--- src/rtl/ntt_polyvec_coef_streamer.sv ---
// Streams the packed NTT polyvec BRAM back out one 12-bit coefficient per cycle
// over valid/ready, flagging any coefficient that is not fully reduced mod q.
module ntt_polyvec_coef_streamer #(
  parameter int KYBER_K = 2,
  parameter int KYBER_N = 256,
  parameter int KYBER_Q = 3329,
  parameter int COEF_W  = 12,
  parameter int WORD_W  = 96,
  parameter int ADDR_W  = 6
) (
  input  logic              clk,
  input  logic              rst_n,
  input  logic              start,
  output logic              bram_rd_en,
  output logic [ADDR_W-1:0] bram_rd_addr,
  input  logic [WORD_W-1:0] bram_rd_data,
  output logic [COEF_W-1:0] coef_data,
  output logic              coef_poly,
  output logic [7:0]        coef_idx,
  output logic              coef_last,
  output logic              coef_valid,
  input  logic              coef_ready,
  output logic              busy,
  output logic              done,
  output logic              range_err
);

  localparam int COEFS_PER_WORD = WORD_W / COEF_W;
  localparam int TOTAL          = KYBER_K * KYBER_N;
  localparam int WORDS          = TOTAL / COEFS_PER_WORD;
  localparam int CNT_W          = $clog2(TOTAL);
  localparam int SLOT_W         = $clog2(COEFS_PER_WORD);
  localparam int ISS_W          = ADDR_W + 1;

  localparam logic [CNT_W-1:0]  LAST_CNT  = CNT_W'(TOTAL - 1);
  localparam logic [ISS_W-1:0]  WORDS_ISS = ISS_W'(WORDS);
  localparam logic [COEF_W-1:0] Q_C       = COEF_W'(KYBER_Q);
  localparam logic [SLOT_W-1:0] LAST_SLOT = {SLOT_W{1'b1}};

  typedef enum logic [1:0] {
    S_IDLE   = 2'd0,
    S_FILL   = 2'd1,
    S_STREAM = 2'd2,
    S_FINISH = 2'd3
  } state_t;

  // Coefficient 0 of a word occupies the most significant bits.
  function automatic logic [COEF_W-1:0] unpack_coef(input logic [WORD_W-1:0] word,
                                                    input logic [SLOT_W-1:0] slot);
    logic [WORD_W-1:0] shifted;
    shifted = word >> (COEF_W * (COEFS_PER_WORD - 1 - int'(slot)));
    return shifted[COEF_W-1:0];
  endfunction

  function automatic logic unreduced(input logic [COEF_W-1:0] c);
    return (c >= Q_C);
  endfunction

  state_t              state_r, state_s;
  logic [WORD_W-1:0]   cur_word_r, cur_word_s;
  logic [WORD_W-1:0]   pf_word_r, pf_word_s;
  logic                cur_vld_r, cur_vld_s;
  logic                pf_vld_r, pf_vld_s;
  logic                ret_vld_r;
  logic                rd_en_r;
  logic [ADDR_W-1:0]   rd_addr_r, rd_addr_s;
  logic [ISS_W-1:0]    iss_cnt_r, iss_cnt_s;
  logic [CNT_W-1:0]    cnt_r, cnt_s;
  logic [COEF_W-1:0]   coef_data_r, coef_data_s;
  logic                coef_last_r, coef_last_s;
  logic                busy_r, busy_s;
  logic                done_r, done_s;
  logic                range_err_r, range_err_s;

  logic                accept_s;
  logic                active_s;
  logic                xfer_s;
  logic                consume_s;
  logic                cur_free_s;
  logic                issue_s;
  logic [2:0]          occ_s;

  // Next-state logic of the run sequencer.
  always_comb begin
    state_s = state_r;
    case (state_r)
      S_IDLE:   state_s = start ? S_FILL : S_IDLE;
      S_FILL:   state_s = ret_vld_r ? S_STREAM : S_FILL;
      S_STREAM: state_s = (xfer_s && coef_last_r) ? S_FINISH : S_STREAM;
      S_FINISH: state_s = S_IDLE;
      default:  state_s = S_IDLE;
    endcase
  end

  // Handshake, read credit and word-buffer steering.
  always_comb begin
    accept_s   = (state_r == S_IDLE) && start;
    active_s   = (state_r == S_FILL) || (state_r == S_STREAM);
    xfer_s     = cur_vld_r && coef_ready;
    consume_s  = xfer_s && (cnt_r[SLOT_W-1:0] == LAST_SLOT);
    cur_free_s = !cur_vld_r || consume_s;
    // Buffered words plus reads in flight; a read may only go out when
    // a slot is certain to be free by the time its data returns.
    occ_s      = {2'b00, cur_vld_r} + {2'b00, pf_vld_r} + {2'b00, rd_en_r} + {2'b00, ret_vld_r};
    issue_s    = active_s && (iss_cnt_r < WORDS_ISS) && (occ_s < (3'd2 + {2'b00, consume_s}));

    cur_word_s = cur_word_r;
    cur_vld_s  = cur_vld_r;
    pf_word_s  = pf_word_r;
    pf_vld_s   = pf_vld_r;
    if (cur_free_s) begin
      if (pf_vld_r) begin
        cur_word_s = pf_word_r;
        cur_vld_s  = 1'b1;
        pf_vld_s   = ret_vld_r;
        pf_word_s  = ret_vld_r ? bram_rd_data : pf_word_r;
      end else begin
        cur_vld_s  = ret_vld_r;
        cur_word_s = ret_vld_r ? bram_rd_data : cur_word_r;
      end
    end else begin
      if (ret_vld_r) begin
        pf_word_s = bram_rd_data;
        pf_vld_s  = 1'b1;
      end else begin
        pf_vld_s  = pf_vld_r;
      end
    end
  end

  // Counters and registered output values.
  always_comb begin
    if (accept_s) begin
      cnt_s = '0;
    end else if (xfer_s) begin
      cnt_s = cnt_r + CNT_W'(1);
    end else begin
      cnt_s = cnt_r;
    end

    if (accept_s) begin
      iss_cnt_s = '0;
    end else if (issue_s) begin
      iss_cnt_s = iss_cnt_r + ISS_W'(1);
    end else begin
      iss_cnt_s = iss_cnt_r;
    end

    if (issue_s) begin
      rd_addr_s = iss_cnt_r[ADDR_W-1:0];
    end else if (state_s == S_IDLE) begin
      rd_addr_s = '0;
    end else begin
      rd_addr_s = rd_addr_r;
    end

    coef_data_s = unpack_coef(cur_word_s, cnt_s[SLOT_W-1:0]);
    coef_last_s = cur_vld_s && (cnt_s == LAST_CNT);

    if (accept_s) begin
      range_err_s = 1'b0;
    end else if (xfer_s && unreduced(coef_data_r)) begin
      range_err_s = 1'b1;
    end else begin
      range_err_s = range_err_r;
    end

    if (accept_s) begin
      busy_s = 1'b1;
    end else if (state_r == S_FINISH) begin
      busy_s = 1'b0;
    end else begin
      busy_s = busy_r;
    end

    done_s = (state_r == S_STREAM) && xfer_s && coef_last_r;
  end

  // State and datapath registers with synchronous active-low reset.
  always_ff @(posedge clk) begin
    if (!rst_n) begin
      state_r     <= S_IDLE;
      cur_word_r  <= '0;
      pf_word_r   <= '0;
      cur_vld_r   <= 1'b0;
      pf_vld_r    <= 1'b0;
      ret_vld_r   <= 1'b0;
      rd_en_r     <= 1'b0;
      rd_addr_r   <= '0;
      iss_cnt_r   <= '0;
      cnt_r       <= '0;
      coef_data_r <= '0;
      coef_last_r <= 1'b0;
      busy_r      <= 1'b0;
      done_r      <= 1'b0;
      range_err_r <= 1'b0;
    end else begin
      state_r     <= state_s;
      cur_word_r  <= cur_word_s;
      pf_word_r   <= pf_word_s;
      cur_vld_r   <= cur_vld_s;
      pf_vld_r    <= pf_vld_s;
      ret_vld_r   <= rd_en_r;
      rd_en_r     <= issue_s;
      rd_addr_r   <= rd_addr_s;
      iss_cnt_r   <= iss_cnt_s;
      cnt_r       <= cnt_s;
      coef_data_r <= coef_data_s;
      coef_last_r <= coef_last_s;
      busy_r      <= busy_s;
      done_r      <= done_s;
      range_err_r <= range_err_s;
    end
  end

  assign bram_rd_en   = rd_en_r;
  assign bram_rd_addr = rd_addr_r;
  assign coef_data    = coef_data_r;
  assign coef_poly    = cnt_r[CNT_W-1];
  assign coef_idx     = cnt_r[7:0];
  assign coef_last    = coef_last_r;
  assign coef_valid   = cur_vld_r;
  assign busy         = busy_r;
  assign done         = done_r;
  assign range_err    = range_err_r;

endmodule

--- config.mk ---
export PLATFORM = sky130hd
export DESIGN_NAME = ntt_polyvec_coef_streamer
export DESIGN_NICKNAME = d
export VERILOG_FILES = /design/src/rtl/ntt_polyvec_coef_streamer.sv
export SDC_FILE = /design/constraint.sdc
export NUM_CORES = 1
export LEC_CHECK = 0
export BUFFER_PORTS_ARGS = -buffer_cell sky130_fd_sc_hd__buf_4
export CAP_MARGIN = 30
export CELL_PAD_IN_SITES_DETAIL_PLACEMENT = 1
export CELL_PAD_IN_SITES_GLOBAL_PLACEMENT = 1
export CORE_MARGIN = 5
export CORE_UTILIZATION = 35
export DETAILED_ROUTE_END_ITERATION = 8
export HOLD_SLACK_MARGIN = 0.08
export PLACE_DENSITY = 0.79
export SYNTH_ARGS = -nofsm -noshare
export SYNTH_HDL_FRONTEND = slang
export SYNTH_SLANG_ARGS = --single-unit
--- constraint.sdc ---
create_clock -name clk -period 4.5 [get_ports clk]
set_input_delay 1.125 -clock clk [delete_from_list [all_inputs] [get_ports clk]]
set_output_delay 1.125 -clock clk [all_outputs]
set_load 0.005 [all_outputs]
==> results of run 1 <==
==> state kept, by name (all words and copies together) (netlist names), 2 cells and up <==
name,count
pf_word_r,96
cur_word_r,96
cnt_r,9
coef_data,12
bram_rd_addr,6
iss_cnt_r,7
state_r,2
==> path summary, 6_finish.rpt <==
kind	start	end	slack, ns
worst max register to register	ret_vld_r$_SDFF_PN0_	iss_cnt_r[5]$_SDFFE_PP0P_	1.08
worst max-delay path	coef_ready	coef_data[0]$_SDFF_PN0_	0.90
worst min register to register	pf_word_r[30]$_SDFFE_PN0P_	pf_word_r[30]$_SDFFE_PN0P_	0.45
worst min-delay path	pf_word_r[30]$_SDFFE_PN0P_	pf_word_r[30]$_SDFFE_PN0P_	0.45
==> per-stage QoR <==
stage	power, mW	hold slack, ns	worst slack, ns	utilization [%]
after global placement	2.58	0.442	0.413	39.4
after CTS	4.91	0.456	0.934	42.3
after floorplan	2.39	0.436	0.341	-
after global routing	5.03	0.474	0.660	42.3
final	4.87	0.455	0.901	42.3
after detailed placement	2.59	0.448	0.341	39.5
==> synthesized netlist by cell type (4+ instances only) <==
| cell type | instances |
|---|---|
| buf_6 | 4 |
| xor2_1 | 6 |
| ha_1 | 15 |
| a22o_1 | 6 |
| a32oi_1 | 18 |
| mux2_2 | 6 |
| buf_1 | 7 |
| a221oi_1 | 4 |
| buf_2 | 50 |
| a211oi_1 | 6 |
| nand4_1 | 37 |
| a21oi_1 | 122 |
| o22ai_1 | 9 |
| and2_1 | 9 |
| o221ai_1 | 4 |
| nor3_1 | 4 |
| inv_1 | 14 |
| clkbuf_1 | 79 |
| a31oi_1 | 68 |
| and3_1 | 32 |
| o21ai_1 | 8 |
| nand3b_1 | 8 |
| mux2i_1 | 42 |
| a211o_1 | 4 |
| xnor2_1 | 5 |
| nor2_1 | 75 |
| dfxtp_1 | 236 |
| nand3_1 | 227 |
| a21o_1 | 9 |
| buf_4 | 4 |
| mux4_2 | 8 |
| nand2b_1 | 4 |
| o21ai_0 | 93 |
| o211ai_1 | 13 |
| nand2_1 | 292 |
==> per-layer routing <==
metal / up-vias / part of all wire, %
met3: 55 / 5.2
met4: 0 / 1.9
met1: 6200 / 45
met5: - / 0
li1: 5746 / -
met2: 328 / 48
==> final cells by class <==
class / instances / area [µm²]
Fill cell: 4069 / 19400
Multi-Input combinational cell: 1176 / 6590
Sequential cell: 236 / 4730
Timing Repair Buffer: 165 / 1340
Clock buffer: 45 / 856
Tap cell: 448 / 561
Clock inverter: 4 / 72.6
Inverter: 15 / 61.3
==> cell families after synthesis <==
| group | synth area share (%) |
|---|---|
| compound gates | 20.0 |
| xor+xnor | 0.805 |
| fa+ha+maj | 1.73 |
| buf+inv | 5.88 |
| flops | 39.5 |
| mux | 5.58 |
| simple gates | 26.6 |
==> critical path, stage by stage <==
cell	delay [ns]
buf_4	0.14
and2_1	0.23
mux2i_1	0.14
a21oi_1	0.23
inv_1	0.12
ha_1	0.31
ha_1	0.25
xnor2_1	0.16
buf_4	0.24
nand2_1	0.18
a2111oi_0	0.49
a211oi_2	0.12
a31oi_1	0.17
a22oi_1	0.09
==> where the power goes <==
part	internal (mW)	switching, mW	total (mW)
clock network	1.40	0.924	2.33
logic	0.154	0.261	0.415
registers	2.12	0.0156	2.13
total	3.67	1.20	4.87
==> results by stage, run 1 <==
Global routing:
- Global routing used 32.1% of the available met1 tracks.
- Entering global routing, the biggest net connects 110 pins.
- The first global-routing pass estimated 72.2 mm of wire.
- The via count of the first global-routing pass was 12573.
- Global routing consumed, on the met3 layer, 2.72% of the routing resources.
- For this run the aggregate overflow at the end of global routing stands at 0.
- The number of antenna violations at the first check in global routing is 0.
- Global routing consumed, on the met2 layer, 39.3% of the routing resources.
- The total track usage is 23.2%.
- The most used routing layer in global routing is met2.

Floorplan:
- The floorplan has 67 rows.
- The chip height is 195 µm.
- The effective utilization at floorplan is 35.6%.
- During I/O placement, the number of pins put on the boundary was 133.
- Measured along the x axis, the die boundary spans 195 µm.
- The core region is 33600 µm².
- The die area is 38000 µm².

Routing:
- Before antenna repair, the detailed router went through 5 iterations.
- The number of routed nets with antenna violations is 0.
- The detailed router finished its first iteration with 765 violations.
- After detailed routing, the number of vias per cell comes to 5.90.
- For this block, the routed nets add up to 46.5 mm of wire.
- The vias after detailed routing is 12329.
- For this run, design rule violations remaining after detail routing come to 0.
- In the final routed layout, each cell accounts on average for 22.3 µm.

Timing:
- Setup repair after global routing left no endpoint under its margin.
- The number of endpoints with negative hold slack in the final report is 0.
- The clock period minus worst slack is 3.60 ns.
- The pin slew with the least headroom to its limit is 0.910 ns.
- For the final database, setup skew stands at 0.0204 ns.
- The maximum clock frequency is 278 MHz.
- The sum of negative setup slack is 0 ns.
- The number of max-slew violations in the final report is 0.
- The final number of setup-violating endpoints is 0.
- The worst slew margin relative to its limit is 39.3%.
- Of the available clock period, the critical path in the final layout requires 80.0%.

Power and ir drop:
- IR analysis of the VDD net gives a maximum drop of 0.000264 V.
- The leakage power summed over all cells is 5.25 nW.
- In this run the power density over the cells is 343 nW/µm².

Setup path:
- The endpoint arrival time on the critical path is 4.00 ns.
- The biggest fanout along the worst timing path is 15.
- The launching element type of the critical path is an input pin.
- The classification of the worst setup path is input pin to flop.
- STA classifies the critical path endpoint as a flop.
- The critical path required time is 4.90 ns.
- The number of cell instances on the worst register-to-register path is 10.

Clock tree:
- The buffer depth of the longest clock path is 3.
- The number of buffers created by CTS is 28.
- The number of instances resized during post-cts repair is 0.
- In this run, post-CTS hold repair placed 0 buffers.
- The insertion delay of the later-clocked pin in the worst-skew pair is 0.55 ns.
- The clock transition time at the flip-flop clock pins of the worst setup and hold paths is 0.06 ns.
- For this design, the sink count on the clock tree is 236.
- The number of post-CTS setup repair buffers is 0.
- TritonCTS built the clock tree.
- The tree is rooted in a clkbuf_16.
- CTS built an H-tree with a depth of 1.

Synth:
- The fraction of registers with async set or reset after synthesis is 0%.
- The cell accounting for the most synthesized area is dfxtp_1.
- The total nets after synthesis is 1687.
- Sequential elements use 39.5% of the synthesized area.
- A synthesized cell averages 7.62 µm².
- The most used flip-flop cell after synthesis is dfxtp_1.
- The synthesized instance count is 1571.
- Yosys mapped a number of flops with a built-in enable equal to 0.
- The total standard cell area after synthesis is 12000 µm².
- The count of state elements after synthesis is 236.
- The number of warnings issued by yosys is 0.
- The number of distinct standard cells referenced by the synthesized netlist is 64.
- The top cell type by area accounts for 39.5% of the synthesized area.
- After synthesis, the cell types taking the most area are dfxtp_1 39%, nand3_1 9.5%, nand2_1 9.2%, a21oi_1 5.1%, o21ai_0 3.9%.

Placement:
- The post-detailed-placement cell area is 13300 µm².
- The number of placed instances, taps included is 2040.
- Input and output buffers added on the ports amount to 132.
- The placed wire-length estimate is 32.0 mm.
- The final weighted congestion in routability-driven placement is 0.925.

Outcome:
- The flow ran to the end, and the final reports show no timing, DRC or antenna violations.

Run:
- The count of max-cap constraint violations is 0.

Final layout:
- The post-layout instance area is 14200 µm².
- Leaving out fill and tap cells, the most frequent cells in the layout are 292 x nand2_1, 234 x dfxtp_1, 227 x nand3_1, 157 x buf_4, 122 x a21oi_1.
- For this run, the post-layout net count is 1738.
- The synthesis-to-layout area growth is 18.6%.
- The most common cell after layout, fill and taps aside is nand2_1.
- In the final layout, the share of cells above drive strength 1 is 14.3%.
- The repair_antennas step left the layout with diodes totalling 0.
- The final cell count without fillers is 2089.

Min path:
- The instance count along the most critical hold path is 2.
- In this run the worst hold path is classified as flop to flop.
(Power assumes the default switching activity.)
==> inputs of run 2 (changes only) <==
--- a/config.mk
+++ b/config.mk
@@ -13,7 +13,7 @@
 export CORE_UTILIZATION = 35
 export DETAILED_ROUTE_END_ITERATION = 8
 export HOLD_SLACK_MARGIN = 0.08
-export PLACE_DENSITY = 0.79
+export PLACE_DENSITY = 0.81
 export SYNTH_ARGS = -nofsm -noshare
 export SYNTH_HDL_FRONTEND = slang
 export SYNTH_SLANG_ARGS = --single-unit
==> constraint.sdc (replaced) <==
create_clock -name clk -period 3.3 [get_ports clk]
set_input_delay 0.825 -clock clk [delete_from_list [all_inputs] [get_ports clk]]
set_output_delay 0.825 -clock clk [all_outputs]
set_load 0.005 [all_outputs]
==> run 2 against run 1 <==
Compared with the run above: worst setup slack worse by 0.77 ns; sequential share of layout area is 1.9 points lower; via count is 2.3% higher; combinational power is 50% higher; clock power is 27% higher; critical endpoint is now coef_data[11]$_SDFF_PN0_; largest cell class unchanged; largest power group unchanged.
==> results by stage, run 2 (synthesized netlist as in run 1, its figures left out) <==
Setup path:
- The longest individual stage delay on the worst path is 0.35 ns (was 0.49 ns).
- Cell chain of the critical path: ha_1 > ha_1 > mux2i_1 > a21oi_1 > inv_1 > ha_1 > ha_4 > xnor2_2 > nand2_1 > buf_4 > buf_4 > o22ai_1 > o221ai_1 > o21ai_1 (was buf_4 > and2_1 > mux2i_1 > a21oi_1 > inv_1 > ha_1 > ha_1 > xnor2_1 > buf_4 > nand2_1 > a2111oi_0 > a211oi_2 > a31oi_1 > a22oi_1).
- The number of cell instances on the worst register-to-register path is 14 (was 10).
- The worst flop-to-flop path startpoint is cnt_r[0]$_SDFF_PN0_ (was ret_vld_r$_SDFF_PN0_).
- The critical path endpoint category was a flop (unchanged).
- The slowest library cell on the worst path is dfxtp_1 (was a2111oi_0).
- The setup slack of the worst register-to-register path is 0.13 ns (was 1.08 ns).
- The endpoint arrival time on the critical path came to 3.61 ns (was 4.00 ns).
- The capturing point of the worst reg2reg path is coef_data[11]$_SDFF_PN0_ (was iss_cnt_r[5]$_SDFFE_PP0P_).
- The most common cell type on the critical path is ha_1.
- The classification of the worst setup path is flop to flop (was input pin to flop).
- The count of buffering cells on the critical path with inverters included is 3 (unchanged).
- The critical path required time is 3.74 ns (was 4.90 ns).
- The launching element type of the critical path is a flop (was input pin).
- The dominant delay contributor by cell family on the critical path is adder cells (was compound AO/OA/AOI/OAI gates).
- The biggest fanout along the worst timing path is 5 (was 15).

Power and ir drop:
- The part of the power in combinational logic was 9.6% (was 8.5%).
- The net switching power figure is 1.64 mW (was 1.20 mW).
- The clock share of power is 45.5% (was 47.7%).
- The relative contribution of sequential cells to total power is 44.9% (was 43.8%).
- The switching part of the total is 25.3% (was 24.6%).
- The design internal power is 4.85 mW (was 3.67 mW).
- The power density of the placed cells is 431 nW/µm² (was 343 nW/µm²).
- The sum of internal, switching and leakage power is 6.49 mW (was 4.87 mW).
- The peak supply drop came to 0.000346 V (was 0.000264 V).
- The leakage power summed over all cells is 5.74 nW (was 5.25 nW).

Min path:
- The endpoint of the worst hold-timing path is pf_word_r[80]$_SDFFE_PN0P_ (was pf_word_r[30]$_SDFFE_PN0P_).
- The beginning of the worst hold path is pf_word_r[80]$_SDFFE_PN0P_ (was pf_word_r[30]$_SDFFE_PN0P_).
- The path class of the lowest-slack min-delay path is flop to flop (unchanged).
- The instance count along the most critical hold path was 2 (unchanged).

Floorplan:
- The horizontal die dimension is 195 µm (unchanged).
- The die area is 38000 µm² (unchanged).
- The core box area is 33600 µm² (unchanged).
- The chip height is 195 µm (unchanged).
- The number of ports placed on the die boundary is 133 (unchanged).
- The effective utilization at floorplan is 35.6% (unchanged).
- The number of rows created at floorplan was 67 (unchanged).

Placement:
- The number of placed instances, taps included is 2140 (was 2040).
- The final weighted congestion in routability-driven placement is 0.939 (was 0.925).
- The port buffer count is 132 (unchanged).
- The placed wire-length estimate was 33.6 mm (was 32.0 mm).
- The setup slack at placement is -0.335 ns (was 0.341 ns).

Routing:
- The number of optimization iterations in the first detailed-route pass is 5 (unchanged).
- The DRC violation count after routing is 0 (unchanged).
- The vias after detailed routing is 12609 (was 12329).
- The routed wire length was 46.6 mm (was 46.5 mm).
- The average wire per cell in the routed design is 21.3 µm (was 22.3 µm).
- The count of routing violations after the opening detailed-route iteration is 985 (was 765).
- The number of routed nets with antenna violations is 0 (unchanged).
- The mean number of vias per cell is 5.77 (was 5.90).

Final layout:
- The synthesis-to-layout area growth is 25.7% (was 18.6%).
- The fraction of layout instances using a drive strength above 1 came to 20.0% (was 14.3%).
- The count of inserted antenna diode cells came to 0 (unchanged).
- The most common cell after layout, fill and taps aside is nand2_1 (unchanged).
- The final cell count without fillers came to 2187 (was 2089).
- Commonest cells after routing, fill and taps aside: 292 x nand2_1, 249 x buf_4, 233 x dfxtp_1, 227 x nand3_1, 121 x a21oi_1 (was 292 x nand2_1, 234 x dfxtp_1, 227 x nand3_1, 157 x buf_4, 122 x a21oi_1).
- The final net count was 1838 (was 1738).

Run:
- The count of max-cap constraint violations was 0 (unchanged).

Outcome:
- Outcome: finished clean (unchanged).

Timing:
- The smallest clock period supported by the final layout is computed as 3.17 ns.
- The number of endpoints with negative hold slack in the final report was 0 (unchanged).
- The pin slew with the least headroom to its limit is 0.947 ns (was 0.910 ns).
- The number of max-slew violations in the final report came to 0 (unchanged).
- RSZ-0062 raised after global routing: no (unchanged).
- The worst hold margin is 0.455 ns (about the same).
- The worst-case clock skew is 0.0347 ns (was 0.0204 ns).
- For this run, the top clock speed supported by timing is 316 MHz.
- The worst path setup slack after routing is 0.132 ns (was 0.901 ns).
- The share of the clock period used by the worst path after layout is 96.0%.
- The sum of negative setup slack was 0 ns (unchanged).
- The final number of setup-violating endpoints is 0 (unchanged).
- The worst slew margin relative to its limit is 36.9% (was 39.3%).

Global routing:
- The via count of the first global-routing pass is 13028 (was 12573).
- The first-pass GRT wire length is 73.6 mm (was 72.2 mm).
- The sum of overflow across all layers after global routing is 0 (unchanged).
- The pin count of the biggest net entering global routing is 115 (was 110).
- The total track usage is 23.6% (was 23.2%).
- The number of antenna violations at the first check in global routing was 0 (unchanged).

Clock tree:
- The clock transition time at the flip-flop clock pins of the worst setup and hold paths is 0.06 ns (about the same).
- The sink count of the clock tree is 236 (unchanged).
- The number of buffers created by CTS came to 28 (unchanged).
- The insertion delay of the later-clocked pin in the worst-skew pair is 0.57 ns (was 0.55 ns).
- The clock root buffer master was clkbuf_16 (unchanged).
- The number of hold-repair buffers added at the cts stage is 0 (unchanged).
- The number of H-tree levels was 1 (unchanged).
- The CTS tree is done (unchanged).
- The buffer depth of the longest clock path is 3 (unchanged).
[run 2: changes by cell type in the layout (fill, tap and decap cells not counted), moves of 2 or more]
cell / before / now
ha_1: 15 / 13
bufinv_16: 2 / 0
a2111oi_0: 3 / 0
buf_4: 157 / 249
a2111oi_1: 0 / 2
buf_12: 8 / 16
clkinv_2: 1 / 5
clkbuf_1: 9 / 5
[run 2: area by class of cell]
type	count	area, µm²
fillers	4106	18600
flip-flops and latches	236	4730
repair buffers	265	2190
well taps	448	561
clock inverters	7	48.8
clock buffers	40	816
inverters	15	66.3
multi-input cells	1176	6640
[run 2: worst max path at each step]
| stage | startpoint | to | slack (ns) | cells past startpoint |
|---|---|---|---|---|
| after floorplan | coef_ready | coef_data[0]$_SDFF_PN0_ | 0.03 | 13 |
| after global placement | coef_ready | coef_data[11]$_SDFF_PN0_ | -0.18 | 14 |
| after detailed placement | coef_ready | coef_data[0]$_SDFF_PN0_ | -0.34 | 12 |
| after CTS | coef_valid$_SDFF_PN0_ | coef_data[0]$_SDFF_PN0_ | 0.08 | 11 |
| after global routing | cnt_r[0]$_SDFF_PN0_ | coef_data[0]$_SDFF_PN0_ | 0.007 | 14 |
| final | cnt_r[0]$_SDFF_PN0_ | coef_data[11]$_SDFF_PN0_ | 0.13 | 14 |
[run 2: stage by stage]
stage                     instance area (µm²)  utilization, %
final                                   15100            44.8
after global routing                    15100            44.8
after CTS                               15000            44.7
after detailed placement                14200            42.2
after global placement                  14200            42.2
after floorplan                         12100               -
[run 2: timing repair]
item,in CTS,in global routing
setup endpoints to repair,0,4
setup buffers,0,0
gates resized for setup,0,5
[run 2: power groups by stage]
stage | Combinational [mW] | Sequential [mW] | Clock, mW
floorplan | 0.300 | 2.96 | 0
finish | 0.623 | 2.91 | 2.95
global route | 0.670 | 2.91 | 3.14
detailed placement | 0.614 | 2.97 | 0
global placement | 0.605 | 2.97 | 0
CTS | 0.619 | 2.91 | 3.02
[run 2: tightest hold or removal path, stage by stage, from the launching register on]
cell     delay [ns]
dfxtp_1        0.30
nand2_1        0.05
a21oi_1        0.05
[run 2: metal layers]
metal,global-route usage [%],share of wire (%),vias up
met5,0,0,-
met4,5.15,2.3,0
met3,3.55,5.1,69
met2,39.3,47,305
met1,32.6,45,6289
li1,-,-,5946
==> inputs of run 3 (changes only) <==
--- a/config.mk
+++ b/config.mk
@@ -10,10 +10,10 @@
 export CELL_PAD_IN_SITES_DETAIL_PLACEMENT = 1
 export CELL_PAD_IN_SITES_GLOBAL_PLACEMENT = 1
 export CORE_MARGIN = 5
-export CORE_UTILIZATION = 35
+export CORE_UTILIZATION = 47
 export DETAILED_ROUTE_END_ITERATION = 8
 export HOLD_SLACK_MARGIN = 0.08
-export PLACE_DENSITY = 0.81
+export PLACE_DENSITY = 0.95
 export SYNTH_ARGS = -nofsm -noshare
 export SYNTH_HDL_FRONTEND = slang
 export SYNTH_SLANG_ARGS = --single-unit
==> constraint.sdc (replaced) <==
create_clock -name clk -period 3.7 [get_ports clk]
set_input_delay 0.925 -clock clk [delete_from_list [all_inputs] [get_ports clk]]
set_output_delay 0.925 -clock clk [all_outputs]
set_load 0.005 [all_outputs]
==> run 3 against run 2 <==
Compared with the run above: cell count is 8.2% lower; non-clock buffer count decreased by 64; utilization is 13 points higher; global-route usage is 9.0 points higher; clock skew decreased by 0.024 ns; maximum frequency down 6.9%; sequential share of layout area is 1.4 points higher; die area down 24%; critical path type unchanged; largest cell class unchanged; highest routed layer unchanged.
==> results by stage, run 3 (synthesized netlist as in run 1, its figures left out) <==
Outcome:
- Outcome: finished clean (unchanged).

Timing:
- The share of the clock period used by the worst path after layout came to 92.0% (was 96.0%).
- The number of endpoints with negative hold slack in the final report came to 0 (unchanged).
- The final number of setup-violating endpoints is 0 (unchanged).
- The worst path setup slack after routing is 0.297 ns (was 0.132 ns).
- The worst-case clock skew came to 0.0108 ns (was 0.0347 ns).
- The clock period minus worst slack came to 3.40 ns (was 3.17 ns).
- The maximum clock frequency is 294 MHz (was 316 MHz).
- The worst slew margin relative to its limit was 28.0% (was 36.9%).
- The worst hold margin is 0.457 ns (was 0.455 ns).
- The number of max-slew violations in the final report is 0 (unchanged).
- The pin slew with the least headroom to its limit is 1.08 ns (was 0.947 ns).
- The sum of negative setup slack was 0 ns (unchanged).
- RSZ-0062 raised after global routing: no (unchanged).

Routing:
- The average wire per cell in the routed design is 24.3 µm (was 21.3 µm).
- The DRC violation count after routing is 0 (unchanged).
- The mean number of vias per cell is 6.51 (was 5.77).
- The count of routing violations after the opening detailed-route iteration came to 1319 (was 985).
- The vias after detailed routing came to 13072 (was 12609).
- The routed wire length is 48.8 mm (was 46.6 mm).
- The number of optimization iterations in the first detailed-route pass is 5 (unchanged).
- The number of routed nets with antenna violations came to 0 (unchanged).

Setup path:
- The biggest fanout along the worst timing path is 21 (was 5).
- The most common cell type on the critical path is inv_1 (was ha_1).
- The critical path required time is 4.16 ns (was 3.74 ns).
- The classification of the worst setup path is flop to flop (unchanged).
- Cell chain of the critical path: inv_1 > fa_1 > inv_1 > ha_1 > nand3b_1 > a21oi_2 > nand4_1 > or3_1 > a21oi_1 (was ha_1 > ha_1 > mux2i_1 > a21oi_1 > inv_1 > ha_1 > ha_4 > xnor2_2 > nand2_1 > buf_4 > buf_4 > o22ai_1 > o221ai_1 > o21ai_1).
- The dominant delay contributor by cell family on the critical path is simple AND/OR/NAND/NOR gates (was adder cells).
- The count of buffering cells on the critical path with inverters included is 2 (was 3).
- The critical path endpoint category is a flop (unchanged).
- The number of cell instances on the worst register-to-register path is 9 (was 14).
- The longest individual stage delay on the worst path is 0.70 ns (was 0.35 ns).
- The worst flop-to-flop path startpoint is ret_vld_r$_SDFF_PN0_ (was cnt_r[0]$_SDFF_PN0_).
- The setup slack of the worst register-to-register path is 0.30 ns (was 0.13 ns).
- The launching element type of the critical path was a flop (unchanged).
- The endpoint arrival time on the critical path is 3.86 ns (was 3.61 ns).
- The capturing point of the worst reg2reg path is iss_cnt_r[5]$_SDFFE_PP0P_ (was coef_data[11]$_SDFF_PN0_).
- The slowest library cell on the worst path is dfxtp_2 (was dfxtp_1).

Power and ir drop:
- The peak supply drop was 0.000331 V (was 0.000346 V).
- The power density of the placed cells is 414 nW/µm² (was 431 nW/µm²).
- The leakage power summed over all cells is 5.48 nW (was 5.74 nW).

Min path:
- The instance count along the most critical hold path is 2 (unchanged).
- The beginning of the worst hold path is pf_word_r[60]$_SDFFE_PN0P_ (was pf_word_r[80]$_SDFFE_PN0P_).
- The endpoint of the worst hold-timing path is pf_word_r[60]$_SDFFE_PN0P_ (was pf_word_r[80]$_SDFFE_PN0P_).
- The path class of the lowest-slack min-delay path is flop to flop (unchanged).

Final layout:
- The count of inserted antenna diode cells is 0 (unchanged).
- The most common cell after layout, fill and taps aside was nand2_1 (unchanged).
- The final net count was 1773 (was 1838).
- The number of fillers in the final layout was 3081 (was 4106).
- The final cell count without fillers is 2008 (was 2187).
- The fraction of layout instances using a drive strength above 1 is 16.5% (was 20.0%).
- Commonest cells after routing, fill and taps aside: 292 x nand2_1, 234 x dfxtp_1, 227 x nand3_1, 188 x buf_4, 122 x a21oi_1 (was 292 x nand2_1, 249 x buf_4, 233 x dfxtp_1, 227 x nand3_1, 121 x a21oi_1).
- The synthesis-to-layout area growth is 20.3% (was 25.7%).

Placement:
- The number of placed instances, taps included is 1956 (was 2140).
- The placed wire-length estimate came to 33.1 mm (was 33.6 mm).
- The final weighted congestion in routability-driven placement was 0.965 (was 0.939).
- The port buffer count was 132 (unchanged).
- The setup slack at placement is -0.0696 ns (was -0.335 ns).

Clock tree:
- The clock transition time at the flip-flop clock pins of the worst setup and hold paths is 0.06 ns (about the same).
- The buffer depth of the longest clock path is 3 (unchanged).
- The number of post-CTS setup repair buffers was 0 (unchanged).
- The number of instances resized during post-cts repair is 0 (unchanged).
- The sink count of the clock tree was 236 (unchanged).
- The clock root buffer master is clkbuf_16 (unchanged).
- The CTS tree is done (unchanged).
- The number of hold-repair buffers added at the cts stage came to 0 (unchanged).
- The number of buffers created by CTS is 27 (was 28).
- The number of H-tree levels came to 1 (unchanged).
- The insertion delay of the later-clocked pin in the worst-skew pair is 0.55 ns (was 0.57 ns).

Floorplan:
- The chip height is 170 µm (was 195 µm).
- The effective utilization at floorplan is 47.7% (was 35.6%).
- The horizontal die dimension is 170 µm (was 195 µm).
- The core box area is 25100 µm² (was 33600 µm²).
- The die area is 28800 µm² (was 38000 µm²).
- The number of rows created at floorplan is 58 (was 67).
- The number of ports placed on the die boundary was 133 (unchanged).

Global routing:
- The via count of the first global-routing pass is 13364 (was 13028).
- The sum of overflow across all layers after global routing is 0 (unchanged).
- The total track usage is 32.6% (was 23.6%).
- The number of antenna violations at the first check in global routing is 0 (unchanged).
- The first-pass GRT wire length is 75.7 mm (was 73.6 mm).
- The pin count of the biggest net entering global routing was 97 (was 115).

Run:
- The count of max-cap constraint violations is 0 (unchanged).
[run 3: cell count changes in the layout (fill, tap and decap cells not counted), sizes merged]
cell / change
clkbuf: +1
clkinv: -1
inv: +1
bufinv: +2
buf: -64
[run 3: worst max path at each step]
stage                                endpoint  depth (start not counted)             startpoint  slack (ns)
finish              iss_cnt_r[5]$_SDFFE_PP0P_                          9   ret_vld_r$_SDFF_PN0_        0.30
floorplan             coef_data[8]$_SDFF_PN0_                         13             coef_ready        0.02
CTS                 iss_cnt_r[5]$_SDFFE_PP0P_                          9   ret_vld_r$_SDFF_PN0_        0.34
global placement      coef_data[8]$_SDFF_PN0_                         14             coef_ready        0.09
global route          coef_data[8]$_SDFF_PN0_                         13  coef_valid$_SDFF_PN0_        0.16
detailed placement    coef_data[0]$_SDFF_PN0_                         14             coef_ready       -0.07
[run 3: area by class of cell]
class / instances / area [µm²] / area share, %
Clock buffer: 41 / 828 / 5.75
Clock inverter: 9 / 101 / 0.703
Inverter: 15 / 61.3 / 0.425
Multi-Input combinational cell: 1176 / 6590 / 45.7
Sequential cell: 236 / 4730 / 32.8
Tap cell: 330 / 413 / 2.87
Timing Repair Buffer: 201 / 1690 / 11.7
[run 3: tightest hold or removal path: stages, from the launching register on]
cell,delay (ns)
dfxtp_1,0.31
nand2_1,0.05
a21oi_1,0.05
[run 3: stage by stage]
stage / util [%] / area (µm²) / power [mW]
after floorplan: - / 12000 / 2.91
after global placement: 53.5 / 13400 / 3.14
after detailed placement: 53.5 / 13400 / 3.16
after CTS: 57.2 / 14400 / 5.95
after global routing: 57.4 / 14400 / 6.10
final: 57.4 / 14400 / 5.96
[run 3: routing by layer]
layer | track usage [%] | wire length, µm | vias to the layer above | share of wire [%]
met3 | 4.94 | 3310 | 135 | 6.8
met1 | 42.0 | 19700 | 6546 | 40
met5 | 0 | 0 | - | 0
met4 | 12.7 | 2140 | 0 | 4.4
met2 | 55.1 | 23600 | 573 | 48
li1 | - | - | 5818 | -
[run 3: power by group]
part / internal [mW] / switching (mW)
clock: 1.68 / 1.15
combinational: 0.204 / 0.329
sequential: 2.57 / 0.0225
total: 4.46 / 1.50
